`config.mk`:
```
export PLATFORM = sky130hd
export DESIGN_NAME = xilinx_board_status_leds
export DESIGN_NICKNAME = d
export VERILOG_FILES = /design/src/rtl/xilinx_board_status_leds.sv
export SDC_FILE = /design/constraint.sdc
export NUM_CORES = 1
export LEC_CHECK = 0
export BUFFER_PORTS_ARGS = -buffer_cell sky130_fd_sc_hd__buf_2
export CORE_UTILIZATION = 27
export DETAILED_ROUTE_END_ITERATION = 8
export SETUP_SLACK_MARGIN = 0.3
export SYNTH_ARGS = -nofsm -noshare
export SYNTH_HDL_FRONTEND = slang
export SYNTH_SLANG_ARGS = --single-unit
```
`constraint.sdc`:
```
create_clock -name clk_i -period 3.52 [get_ports clk_i]
set_clock_uncertainty 0.05 [all_clocks]
set_input_delay 0.352 -clock clk_i [delete_from_list [all_inputs] [get_ports clk_i]]
set_output_delay 0.352 -clock clk_i [all_outputs]
set_load 0.01 [all_outputs]
```
`src/rtl/xilinx_board_status_leds.sv`:
```
// xilinx_board_status_leds: per-channel LED modes, sticky exit pass/fail indicator and stretched reset LED
module xilinx_board_status_leds #(
  parameter int NUM_LEDS             = 4,
  parameter int CLK_LED_COUNT_LENGTH = 27,
  parameter int PWM_WIDTH            = 8,
  parameter int RST_STRETCH_CYCLES   = 1000000
) (
  input  logic                          clk_i,
  input  logic                          rst_i,
  input  logic [2*NUM_LEDS-1:0]         mode_i,
  input  logic [PWM_WIDTH*NUM_LEDS-1:0] duty_i,
  input  logic                          exit_valid_i,
  input  logic [31:0]                   exit_value_i,
  input  logic                          exit_clear_i,
  output logic [NUM_LEDS-1:0]           led_o,
  output logic                          exit_led_o,
  output logic [1:0]                    exit_state_o,
  output logic                          rst_led_o
);
  localparam int SW = $clog2(RST_STRETCH_CYCLES + 1);
  typedef enum logic [1:0] {IDLE = 2'b00, PASS = 2'b01, FAIL = 2'b10} state_t;
  state_t state, state_nxt;
  logic [CLK_LED_COUNT_LENGTH-1:0] hb_cnt;
  logic [PWM_WIDTH-1:0] pwm_cnt;
  logic [SW-1:0] stretch_cnt;
  logic [NUM_LEDS-1:0] led_nxt;
  logic hb, fast;
  assign hb = hb_cnt[CLK_LED_COUNT_LENGTH-1];
  assign fast = hb_cnt[CLK_LED_COUNT_LENGTH-4];
  assign exit_state_o = state;
  for (genvar k = 0; k < NUM_LEDS; k++) begin : g_ch
    assign led_nxt[k] = (mode_i[2*k+:2] == 2'b00) ? 1'b0 :
                        (mode_i[2*k+:2] == 2'b01) ? 1'b1 :
                        (mode_i[2*k+:2] == 2'b10) ? hb :
                        (pwm_cnt < duty_i[PWM_WIDTH*k+:PWM_WIDTH]);
  end
  // exit status: clear wins, valid only samples while idle so the result is sticky
  always_comb begin
    state_nxt = exit_clear_i ? IDLE :
                (state == IDLE && exit_valid_i) ? ((exit_value_i == 32'd0) ? PASS : FAIL) :
                state;
  end
  // counters, registered LED drive, exit state and reset stretch
  always_ff @(posedge clk_i) begin
    if (rst_i) begin
      hb_cnt      <= '0;
      pwm_cnt     <= '0;
      led_o       <= '0;
      exit_led_o  <= 1'b0;
      state       <= IDLE;
      stretch_cnt <= SW'(RST_STRETCH_CYCLES);
      rst_led_o   <= 1'b1;
    end else begin
      hb_cnt      <= hb_cnt + CLK_LED_COUNT_LENGTH'(1);
      pwm_cnt     <= pwm_cnt + PWM_WIDTH'(1);
      led_o       <= led_nxt;
      state       <= state_nxt;
      exit_led_o  <= (state_nxt == PASS) | ((state_nxt == FAIL) & fast);
      stretch_cnt <= (stretch_cnt != '0) ? stretch_cnt - SW'(1) : '0;
      rst_led_o   <= (stretch_cnt != '0);
    end
  end
endmodule

```
### After elaboration in Yosys (flattened, before gate mapping)

Index checks and enable logic that the tools add are counted.

* input port bits: 76
* register bits: 63
* logic and storage cells: 56

* equal/unequal tests: 10
* add/sub/neg operators: 3
* bitwise operators: 3
* $lt $le $gt $ge: 4
* mux-type cells: 12
* reductions and logical operators: 13

Operators with widths (count)
* $logic_not 32->1: 1
* $lt 8x8->1: 4
* $add 27x1->27 const B: 1
* $mux 20: 1
* $reduce_bool 20->1: 1
* $sub 20x1->20 const B: 1
* $eq 2x1->1 const B: 5
* $eq 2x2->1 const B: 5
* $logic_not 2->1: 5
* $reduce_or 2->1: 5
* $add 8x1->8 const B: 1
* $mux 1: 8
* $mux 2: 3
* $and 1x1->1: 1
* $logic_and 1x1->1: 1
* $not 1->1: 1
* $or 1x1->1: 1

### Logic depth before layout (Yosys ltp)

Gate-level depths: netlist of run 1.

* depth after elaboration: 7
* mapped depth: 9

### Worst setup path before layout of run 1

OpenSTA, ideal clock, no wires.

* kind: register to register
* from: register stretch_cnt[0]
* to: register stretch_cnt[18]
* cell stages (with the launch flop): 9
* arrival time: 2265 ps
* setup slack: 1085 ps
* setup time: 120 ps
* path buffers: 2
* cell sequence: dfxtp_1 -> inv_1 -> ha_1 -> or4b_1 -> buf_2 -> or3_1 -> buf_2 -> o41a_1 -> a211o_1

* longest elaborated chain between the ends: 2
* elaborated cells on any way between the ends: 3

Ends and longest elaborated chain
* from (decl): line 25 `logic [SW-1:0] stretch_cnt;`
* from (signal assigned): line 51 `stretch_cnt <= SW'(RST_STRETCH_CYCLES);`
* from (signal assigned): line 59 `stretch_cnt <= (stretch_cnt != '0) ? stretch_cnt - SW'(1) : '0;`
* $sub 20x1->20 or $reduce_bool 20->1 (tied branches): line 59
* $mux 20 (*): line 59

Mark *: on every way between the ends. The rest lies on a longest branch, timed or not.
A chain may end at the register's enable or synchronous reset.

### Final worst setup path of run 1

Same ends and word-level chain as after synthesis.

==> flow_metrics.env, run 1 <==
export IMPL_synth_xor_area_share_pct=7.355
export IMPL_pwr_density_cell_mw_per_mm2=443.0
export IMPL_p_comb_share_pct=9.8
export IMPL_drt_iter0_drc=157
export IMPL_fin_crit_ns=2.558
export IMPL_clock_fmax_ghz=0.3909
export IMPL_critPathLaunchType="register"
export IMPL_reg2reg_depth=6
export IMPL_antenna_found_initial=0
export IMPL_routedWlPerCell_um=11.73
export IMPL_pin_count=84
export IMPL_drt_first_pass_iters=4
export IMPL_synth_top_family_by_area="simple AND/OR/NAND/NOR gates"
export IMPL_cp_arrival_ns=2.72
export IMPL_cp_endpoint="stretch_cnt[18]"
export IMPL_cts_resized=0
export IMPL_final_layout_size_suffix_gt1_share_pct=21.89
export IMPL_synthCells=411
export IMPL_hold_violations=0
export IMPL_syn_area_sq_mm=0.003453
export IMPL_nFillCells=1238
export IMPL_synthTopCellsByCount="63 x dfxtp_1, 46 x nor2_1, 35 x inv_1"
export IMPL_synthFlopType="dfxtp_1"
export IMPL_syn2layout_area_growth_pct=26.34
export IMPL_nets=600
export IMPL_slowest_delay_ns=0.58
export IMPL_synth_area_leaders="dfxtp_1 37%, ha_1 11%, nor2_1 5.0%"
export IMPL_numPortBuffers=83
export IMPL_seq_power_share_pct=40.1
export IMPL_relSlewSlack_pct=44.97
export IMPL_worst_r2r_endpoint="stretch_cnt[18]"
export IMPL_p_sw_uw=439.1
export IMPL_grtUsageTotal_pct=12.80
export IMPL_drc=0
export IMPL_drv_cap=0
export IMPL_place_hpwl_um=5884
export IMPL_setup_violations=0
export IMPL_cp_top_family="simple AND/OR/NAND/NOR gates"
export IMPL_synth_cell_type_count=43
export IMPL_dieArea_sq_mm=0.01325
export IMPL_grt_met2_usage_pct=23.25
export IMPL_cts_buffer_depth=2
export IMPL_hold_buffers=0
export IMPL_register_area_sq_mm=0.001261
export IMPL_endpoint_kind="register"
export IMPL_synth_edff_count=0
export IMPL_cts_tree="done"
export IMPL_fin_ws_ns=0.9620
export IMPL_synthArstFlopShare_pct=0
export IMPL_grt_pass1_wl_um=13330
export IMPL_run_status="completed"
export IMPL_place_congestion=0.8324
export IMPL_htree_levels=3
export IMPL_synth_area_leader_cell="dfxtp_1"
export IMPL_synth_most_common_cell="dfxtp_1"
export IMPL_path_cells="inv_1 > ha_1 > or4b_1 > or3_1 > o41a_1 > a211o_1"
export IMPL_vias=3207
export IMPL_dp_cells=650
export IMPL_power_leakage_uw=0.001798
export IMPL_clk_pin_slew_worst_paths_ns=0.05
export IMPL_power_share_clock_pct=50.1
export IMPL_grt_use_met3_pct=2.847
export IMPL_timing_rr_start="stretch_cnt[0]"
export IMPL_multi_input_area_sq_mm=0.002012
export IMPL_crit_cells=6
export IMPL_synthMuxAreaShare_pct=0.9420
export IMPL_rows=40
export IMPL_core_area_sq_mm=0.01226
export IMPL_clk_latency_ns=0.33
export IMPL_routed_wl_um=7811
export IMPL_post_route_period_util_pct=72.67
export IMPL_slew_viol_final=0
export IMPL_die_h_um=115.1
export IMPL_hp_class="in2reg"
export IMPL_clkSinkCount=63
export IMPL_pre_cts_ws_ns=0.9843
export IMPL_rsz0062_at_grt="false"
export IMPL_rrSetupSlack_ns=0.96
export IMPL_use_met1_pct=13.80
export IMPL_antenna_cells=0
export IMPL_synth_compound_area_share_pct=13.19
export IMPL_synth_top_area_share_pct=36.52
export IMPL_p_int_uw=1494
export IMPL_ant_nets=0
export IMPL_max_vdd_ir_drop_mv=0.2129
export IMPL_first_global_vias=3115
export IMPL_vias_per_cell=4.815
export IMPL_critPathMaxFanout=7
export IMPL_startpoint="stretch_cnt[0]"
export IMPL_fin_cells=666
export IMPL_start_util_pct=28.16
export IMPL_post_cts_buffers=0
export IMPL_crit_buf_inv=1
export IMPL_switching_share_pct=22.72
export IMPL_required_ns=3.68
export IMPL_critPathKind="reg2reg"
export IMPL_ys_warnings_count=0
export IMPL_grt_busiest_layer="met2"
export IMPL_grt_max_degree=47
export IMPL_grt_overflow_total=0
export IMPL_crit_path_top_delay_cell="or4b_1"
export IMPL_fin_setup_tns_ns=0
export IMPL_yosysSeqAreaShare_pct=36.52
export IMPL_synth_simple_area_share_pct=25.54
export IMPL_postSynthAreaPerCell_sq_um=8.402
export IMPL_p_total_uw=1933
export IMPL_root_buffer="clkbuf_16"
export IMPL_finalCoreUtilization_pct=35.58
export IMPL_dieWidth_um=115.1
export IMPL_syn_nets=518
export IMPL_cts_made_buffers=9
export IMPL_worst_pin_slew_ns=0.8254
export IMPL_synthAdderAreaFrac_pct=11.23
export IMPL_synth_seq_cells=63
## power by group through the flow
stage	clock, uW	sequential (uW)	combinational, uW
floorplan	0	784	119
global placement	0	789	186
detailed placement	0	790	190
CTS	995	775	191
global route	1030	781	215
finish	968	776	189
## worst min path at each step
stage                     slack, ns      startpoint  cells after the start               to
final                          0.25    exit_clear_i                      3  exit_state_o[0]
after floorplan                0.38  stretch_cnt[0]                      1   stretch_cnt[0]
after CTS                      0.25    exit_clear_i                      4  exit_state_o[1]
after detailed placement       0.40  stretch_cnt[0]                      1   stretch_cnt[0]
after global routing           0.26    exit_clear_i                      4  exit_state_o[1]
after global placement         0.40  stretch_cnt[0]                      1   stretch_cnt[0]
## layout make-up
type                            instances  share of cell area [%]
Multi-Input combinational cell        301                   46.11
Clock buffer                           11                   5.793
Clock inverter                          5                   1.835
Tap cell                              168                   4.818
Inverter                               35                   3.011
Sequential cell                        63                   28.91
Timing Repair Buffer                   83                   9.521
## cell families (layout without fill, tap and decap cells)
logic type | Yosys count | after routing
muxes | 3 | 3
and+or+nand+nor | 167 | 167
buffers and inverters | 47 | 134
DFF | 63 | 63
adders and majority gates | 31 | 31
AOI/OAI and AO/OA | 71 | 71
xor gates and xnor gates | 29 | 29
## through the flow
stage | hold slack, ns | instance area (sq um)
global route | 0.2591 | 4363
global placement | 0.3984 | 4030
detailed placement | 0.4048 | 4030
finish | 0.2549 | 4363
floorplan | 0.3848 | 3453
CTS | 0.2459 | 4363
## registers in the layout, summed over array words and instances (netlist names)
register and cells:
pwm_cnt 8, hb_cnt 27, led_o 4, exit_led_o 1, stretch_cnt 20, exit_state_o 2
rst_led_o 1
## worst min-delay path: cells and delay by family
kind	cells	cell delay (ns)
buf+inv	1	0.08
simple gates	1	0.05
compound gates	1	0.10
## per-layer routing
metal,up-vias,share of wire (%)
met5,-,0
met4,0,2.6
met3,14,3.3
met2,57,49
met1,1494,45
li1,1642,-
## cells in the final DEF (no fill, tap or decap), types with 3 or more instances in the layout
cell	synthesis	routed
clkbuf_16	0	9
or4_1	11	11
ha_1	31	31
buf_2	3	83
nand3_1	22	22
or3_1	10	10
xnor2_1	16	16
nand4_1	8	8
a211o_1	3	3
o21a_1	4	4
o21ai_0	17	17
or4b_2	3	3
dfxtp_1	63	63
and4_1	3	3
nor2_1	46	46
and3_1	3	3
nor4_1	15	15
inv_1	35	35
a21oi_1	23	23
o31ai_1	7	7
nand2_1	22	22
nor2b_1	3	3
xor2_1	13	13
nor3_1	11	11
Note: power is estimated with default switching activity, not from simulation.
==> run 2: changes to the inputs <==
==> constraint.sdc (replaced) <==
create_clock -name clk_i -period 2.2 [get_ports clk_i]
set_clock_uncertainty 0.05 [all_clocks]
set_input_delay 0.22 -clock clk_i [delete_from_list [all_inputs] [get_ports clk_i]]
set_output_delay 0.22 -clock clk_i [all_outputs]
set_load 0.01 [all_outputs]
==> run 2 against run 1 <==
Sequential share of layout area is 1.9 points lower. Hold slack got worse by 0.13 ns. Critical path depth unchanged. Core utilization increased by 3.2 points. Wire length up 10%. Via count increased by 3.1%. Power grew 57%. Sequential power up 60%. Critical endpoint unchanged. Largest power group unchanged.
==> flow_metrics.env, run 2 (synthesis results as in run 1) <==
export IMPL_vias_per_cell=4.760
export IMPL_antenna_cells=0
export IMPL_register_area_sq_mm=0.001284
export IMPL_clock_fmax_ghz=0.4832
export IMPL_nets=630
export IMPL_cts_made_buffers=9
export IMPL_drt_first_pass_iters=4
export IMPL_core_area_sq_mm=0.01226
export IMPL_place_congestion=0.7458
export IMPL_pin_count=84
export IMPL_post_route_period_util_pct=94.07
export IMPL_grt_max_degree=30
export IMPL_drv_cap=0
export IMPL_root_buffer="clkbuf_16"
export IMPL_syn2layout_area_growth_pct=37.86
export IMPL_max_vdd_ir_drop_mv=0.4220
export IMPL_hp_class="in2reg"
export IMPL_holdWs_ns=0.1209
export IMPL_nFillCells=1231
export IMPL_min_path_cells=3
export IMPL_dieWidth_um=115.1
export IMPL_slew_viol_final=0
export IMPL_critPathMaxFanout=7
export IMPL_reg2reg_depth=6
export IMPL_largest_reg_flops=27
export IMPL_reg_largest_list="hb_cnt (27), stretch_cnt (20), pwm_cnt (8)"
export IMPL_fin_crit_ns=2.070
export IMPL_setup_violations=0
export IMPL_cts_buffer_depth=2
export IMPL_first_global_vias=3049
export IMPL_clk_latency_ns=0.33
export IMPL_ant_nets=0
export IMPL_start_util_pct=28.16
export IMPL_place_hpwl_um=6219
export IMPL_routed_wl_um=8629
export IMPL_final_layout_size_suffix_gt1_share_pct=33.97
export IMPL_endpoint_kind="register"
export IMPL_die_h_um=115.1
export IMPL_numPortBuffers=83
export IMPL_cp_arrival_ns=2.23
export IMPL_critPathKind="reg2reg"
export IMPL_grt_overflow_total=0
export IMPL_multi_input_area_sq_mm=0.002152
export IMPL_relSlewSlack_pct=71.21
export IMPL_dpl_cell_area_sq_mm=0.004135
export IMPL_rsz0062_at_grt="true"
export IMPL_final_cell_mix="83 x buf_2, 51 x dfxtp_1, 36 x nor2_1, 33 x inv_1, 30 x ha_1"
export IMPL_hold_violations=0
export IMPL_dieArea_sq_mm=0.01325
export IMPL_top_register="hb_cnt"
export IMPL_grt_pass1_wl_um=13860
export IMPL_rows=40
export IMPL_clk_pin_slew_worst_paths_ns=0.05
export IMPL_fin_area_sq_mm=0.004761
export IMPL_required_ns=2.36
export IMPL_worst_pin_slew_ns=0.4209
export IMPL_power_leakage_uw=0.001969
export IMPL_hold_buffers=0
export IMPL_layout_commonest_cell="buf_2"
export IMPL_critPathLaunchType="register"
export IMPL_grtUsageTotal_pct=13.25
export IMPL_htree_levels=3
export IMPL_vias=3308
export IMPL_cts_tree="done"
export IMPL_clkSinkCount=63
export IMPL_drt_iter0_drc=82
export IMPL_antenna_found_initial=0
export IMPL_run_status="completed"
export IMPL_pwr_density_cell_mw_per_mm2=639.2
export IMPL_routedWlPerCell_um=12.42
export IMPL_drc=0
run 2: changes by cell type in the layout (fill, tap and decap cells not counted), sizes merged:
| cell | change |
|---|---|
| bufinv | -1 |
| buf | +29 |
| or4 | +1 |
| clkinv | +2 |
| clkinvlp | -2 |
run 2: final cells by class:
| cell class | instances | area share [%] |
|---|---|---|
| sequential | 63 | 26.96 |
| clock inverter | 4 | 0.9461 |
| inverter | 35 | 2.760 |
| clock buffer | 11 | 5.309 |
| timing repair buffer | 112 | 14.40 |
| multi-input combinational | 302 | 45.20 |
| tap | 168 | 4.415 |
run 2: metal layers:
layer | track usage, % | routed length (um)
met4 | 3.983 | 119
met5 | 0 | 0
met1 | 16.49 | 4110
met2 | 22.89 | 4122
met3 | 2.847 | 278
run 2: critical path, stage by stage (launching register included):
cell and delay, ns:
dfxtp_2 0.34, inv_2 0.07, ha_4 0.12, or4b_4 0.46, or3_4 0.40, o41a_1 0.32, a211o_1 0.22
run 2: worst paths after layout:
path / from / to / slack, ns
setup / recovery: stretch_cnt[1] / stretch_cnt[18] / 0.13
hold / removal: exit_clear_i / exit_led_o / 0.12
setup reg to reg: stretch_cnt[1] / stretch_cnt[18] / 0.13
hold reg to reg: hb_cnt[0] / hb_cnt[0] / 0.41
run 2: stage by stage:
step                util (%)  setup TNS, ns  setup slack (ns)  power, uW  instances
floorplan                  -      -0.006774         -0.006774       1462        411
global placement       33.72              0           0.08162       1590        658
detailed placement     33.72              0           0.06671       1601        658
CTS                    37.71              0            0.1323       3060        685
global route           38.83              0           0.09037       3184        695
finish                 38.83              0            0.1305       3043        695
run 2: repair_timing:
item,CTS,global route
pin swaps,9,11
cloned,1,1
gates resized for setup,23,20
buffers inserted,11,9
endpoints found under the setup margin,31,33
run 2: power by group:
part           internal, uW  switching [uW]
Clock                   925             486
Combinational           205             184
Sequential             1190            55.1
==> run 3: changes to the inputs <==
--- a/config.mk
+++ b/config.mk
@@ -6,8 +6,9 @@
 export NUM_CORES = 1
 export LEC_CHECK = 0
 export BUFFER_PORTS_ARGS = -buffer_cell sky130_fd_sc_hd__buf_2
-export CORE_UTILIZATION = 27
+export CORE_UTILIZATION = 48
 export DETAILED_ROUTE_END_ITERATION = 8
+export PLACE_DENSITY = 0.76
 export SETUP_SLACK_MARGIN = 0.3
 export SYNTH_ARGS = -nofsm -noshare
 export SYNTH_HDL_FRONTEND = slang
==> run 3 against run 2 <==
Clock-buffer cell count up 2. Register-to-register slack improved by 0.03 ns. Combinational power down 5%. Wire length shrank 3.3%. Sequential power about the same. Fmax grew 1.3%. Sequential share of layout area rose by 1.3 points. Die area fell by 43%. Non-clock buffer count rose by 1. Clock power is 29% lower. Global-route usage grew 9.7 points. Hold slack worse by 0.018 ns. Largest cell class unchanged. Highest routed layer unchanged.
==> flow_metrics.env, run 3 (synthesis results as in run 1) <==
export IMPL_critPathKind="reg2reg"
export IMPL_hold_buffers=0
export IMPL_vias=3303
export IMPL_rsz0062_at_grt="true"
export IMPL_first_global_vias=3140
export IMPL_syn2layout_area_growth_pct=31.45
export IMPL_drt_iter0_drc=186
export IMPL_core_area_sq_mm=0.006869
export IMPL_run_status="completed"
export IMPL_required_ns=2.37
export IMPL_clkSinkCount=63
export IMPL_critPathLaunchType="register"
export IMPL_p_total_uw=2606
export IMPL_reg_largest_list="hb_cnt (27), stretch_cnt (20), pwm_cnt (8)"
export IMPL_root_buffer="clkbuf_8"
export IMPL_layout_commonest_cell="buf_2"
export IMPL_numPortBuffers=83
export IMPL_post_route_period_util_pct=92.84
export IMPL_htree_levels=3
export IMPL_cts_buffer_depth=2
export IMPL_place_congestion=0.8541
export IMPL_final_cell_mix="83 x buf_2, 51 x dfxtp_1, 45 x nor2_1, 33 x inv_1, 29 x ha_1"
export IMPL_critPathMaxFanout=8
export IMPL_register_area_sq_mm=0.001284
export IMPL_relSlewSlack_pct=68.08
export IMPL_drv_cap=0
export IMPL_clk_latency_ns=0.35
export IMPL_pwr_density_cell_mw_per_mm2=574.2
export IMPL_fin_setup_tns_ns=0
export IMPL_ant_nets=0
export IMPL_cts_tree="done"
export IMPL_grt_pass1_wl_um=13670
export IMPL_nets=631
export IMPL_hold_violations=0
export IMPL_nFillCells=578
export IMPL_vias_per_cell=5.285
export IMPL_drt_first_pass_iters=5
export IMPL_max_vdd_ir_drop_mv=0.4031
export IMPL_place_hpwl_um=5817
export IMPL_clk_pin_slew_worst_paths_ns=0.06
export IMPL_dieWidth_um=86.82
export IMPL_cts_made_buffers=9
export IMPL_grtUsageTotal_pct=22.92
export IMPL_largest_reg_flops=27
export IMPL_setup_violations=0
export IMPL_worst_pin_slew_ns=0.4751
export IMPL_rows=30
export IMPL_power_leakage_uw=0.001923
export IMPL_grt_overflow_total=0
export IMPL_routedWlPerCell_um=13.35
export IMPL_start_util_pct=50.27
export IMPL_final_layout_size_suffix_gt1_share_pct=32.70
export IMPL_endpoint_kind="register"
export IMPL_clock_fmax_ghz=0.4896
export IMPL_pin_count=84
export IMPL_die_h_um=86.82
export IMPL_grt_max_degree=39
export IMPL_drc=0
export IMPL_top_register="hb_cnt"
export IMPL_antenna_cells=0
export IMPL_hp_class="in2reg"
export IMPL_fin_crit_ns=2.043
export IMPL_routed_wl_um=8345
export IMPL_slew_viol_final=0
export IMPL_dieArea_sq_mm=0.007538
export IMPL_multi_input_area_sq_mm=0.002155
export IMPL_cp_arrival_ns=2.22
export IMPL_antenna_found_initial=0
[run 3: final timing paths]
check | start | to | slack (ns) | depth (start not counted)
max | stretch_cnt[0] | stretch_cnt[3] | 0.16 | 8
max reg2reg | stretch_cnt[0] | stretch_cnt[3] | 0.16 | 8
min | exit_clear_i | exit_state_o[0] | 0.10 | 3
min reg2reg | hb_cnt[25] | hb_cnt[25] | 0.44 | 2
[run 3: power breakdown]
part	leakage (uW)	total, uW	internal, uW	switching [uW]
sequential	0.000517	1240	1190	53.0
combinational	0.00131	369	196	174
clock	0.0000936	997	554	443
[run 3: timing repair]
action | CTS | global route
buffers inserted | 10 | 10
cloned | 0 | 1
gates resized for setup | 20 | 22
pin swaps | 5 | 11
endpoints found under the setup margin | 33 | 33
[run 3: layout make-up]
cell class                      count  share of cell area, %
Tap cell                           96                  2.646
Sequential cell                    63                  28.28
Timing Repair Buffer              113                  14.44
Clock inverter                      3                 0.9372
Clock buffer                       13                  3.280
Inverter                           35                  2.949
Multi-Input combinational cell    302                  47.46
[run 3: worst max-delay path, stage by stage (launching register included)]
cell,delay (ns)
dfxtp_4,0.35
inv_4,0.05
ha_4,0.12
or4b_4,0.45
or3_4,0.38
buf_4,0.17
o21ai_4,0.15
buf_6,0.15
a21oi_1,0.04
[run 3: per-stage QoR]
| step | hold slack (ns) | std cells | setup WS [ns] | utilization [%] | area (sq um) |
|---|---|---|---|---|---|
| 2_1_floorplan | 0.3434 | 411 | -0.006774 | - | 3508 |
| 3_3_place_gp | 0.3855 | 588 | 0.09981 | 58.93 | 4048 |
| 3_5_place_dp | 0.4097 | 588 | 0.05991 | 58.93 | 4048 |
| 4_1_cts | 0.08776 | 614 | 0.1417 | 63.88 | 4388 |
| 5_1_grt | 0.09252 | 625 | 0.09592 | 66.08 | 4539 |
| 6_report | 0.1032 | 625 | 0.1574 | 66.08 | 4539 |
[run 3: per-layer routing]
metal	track usage (%)	part of all wire, %	up-vias
met5	0	0	-
met4	7.727	1.7	0
met3	6.286	3.1	14
met2	40.23	51	44
met1	26.84	45	1538
li1	-	-	1707
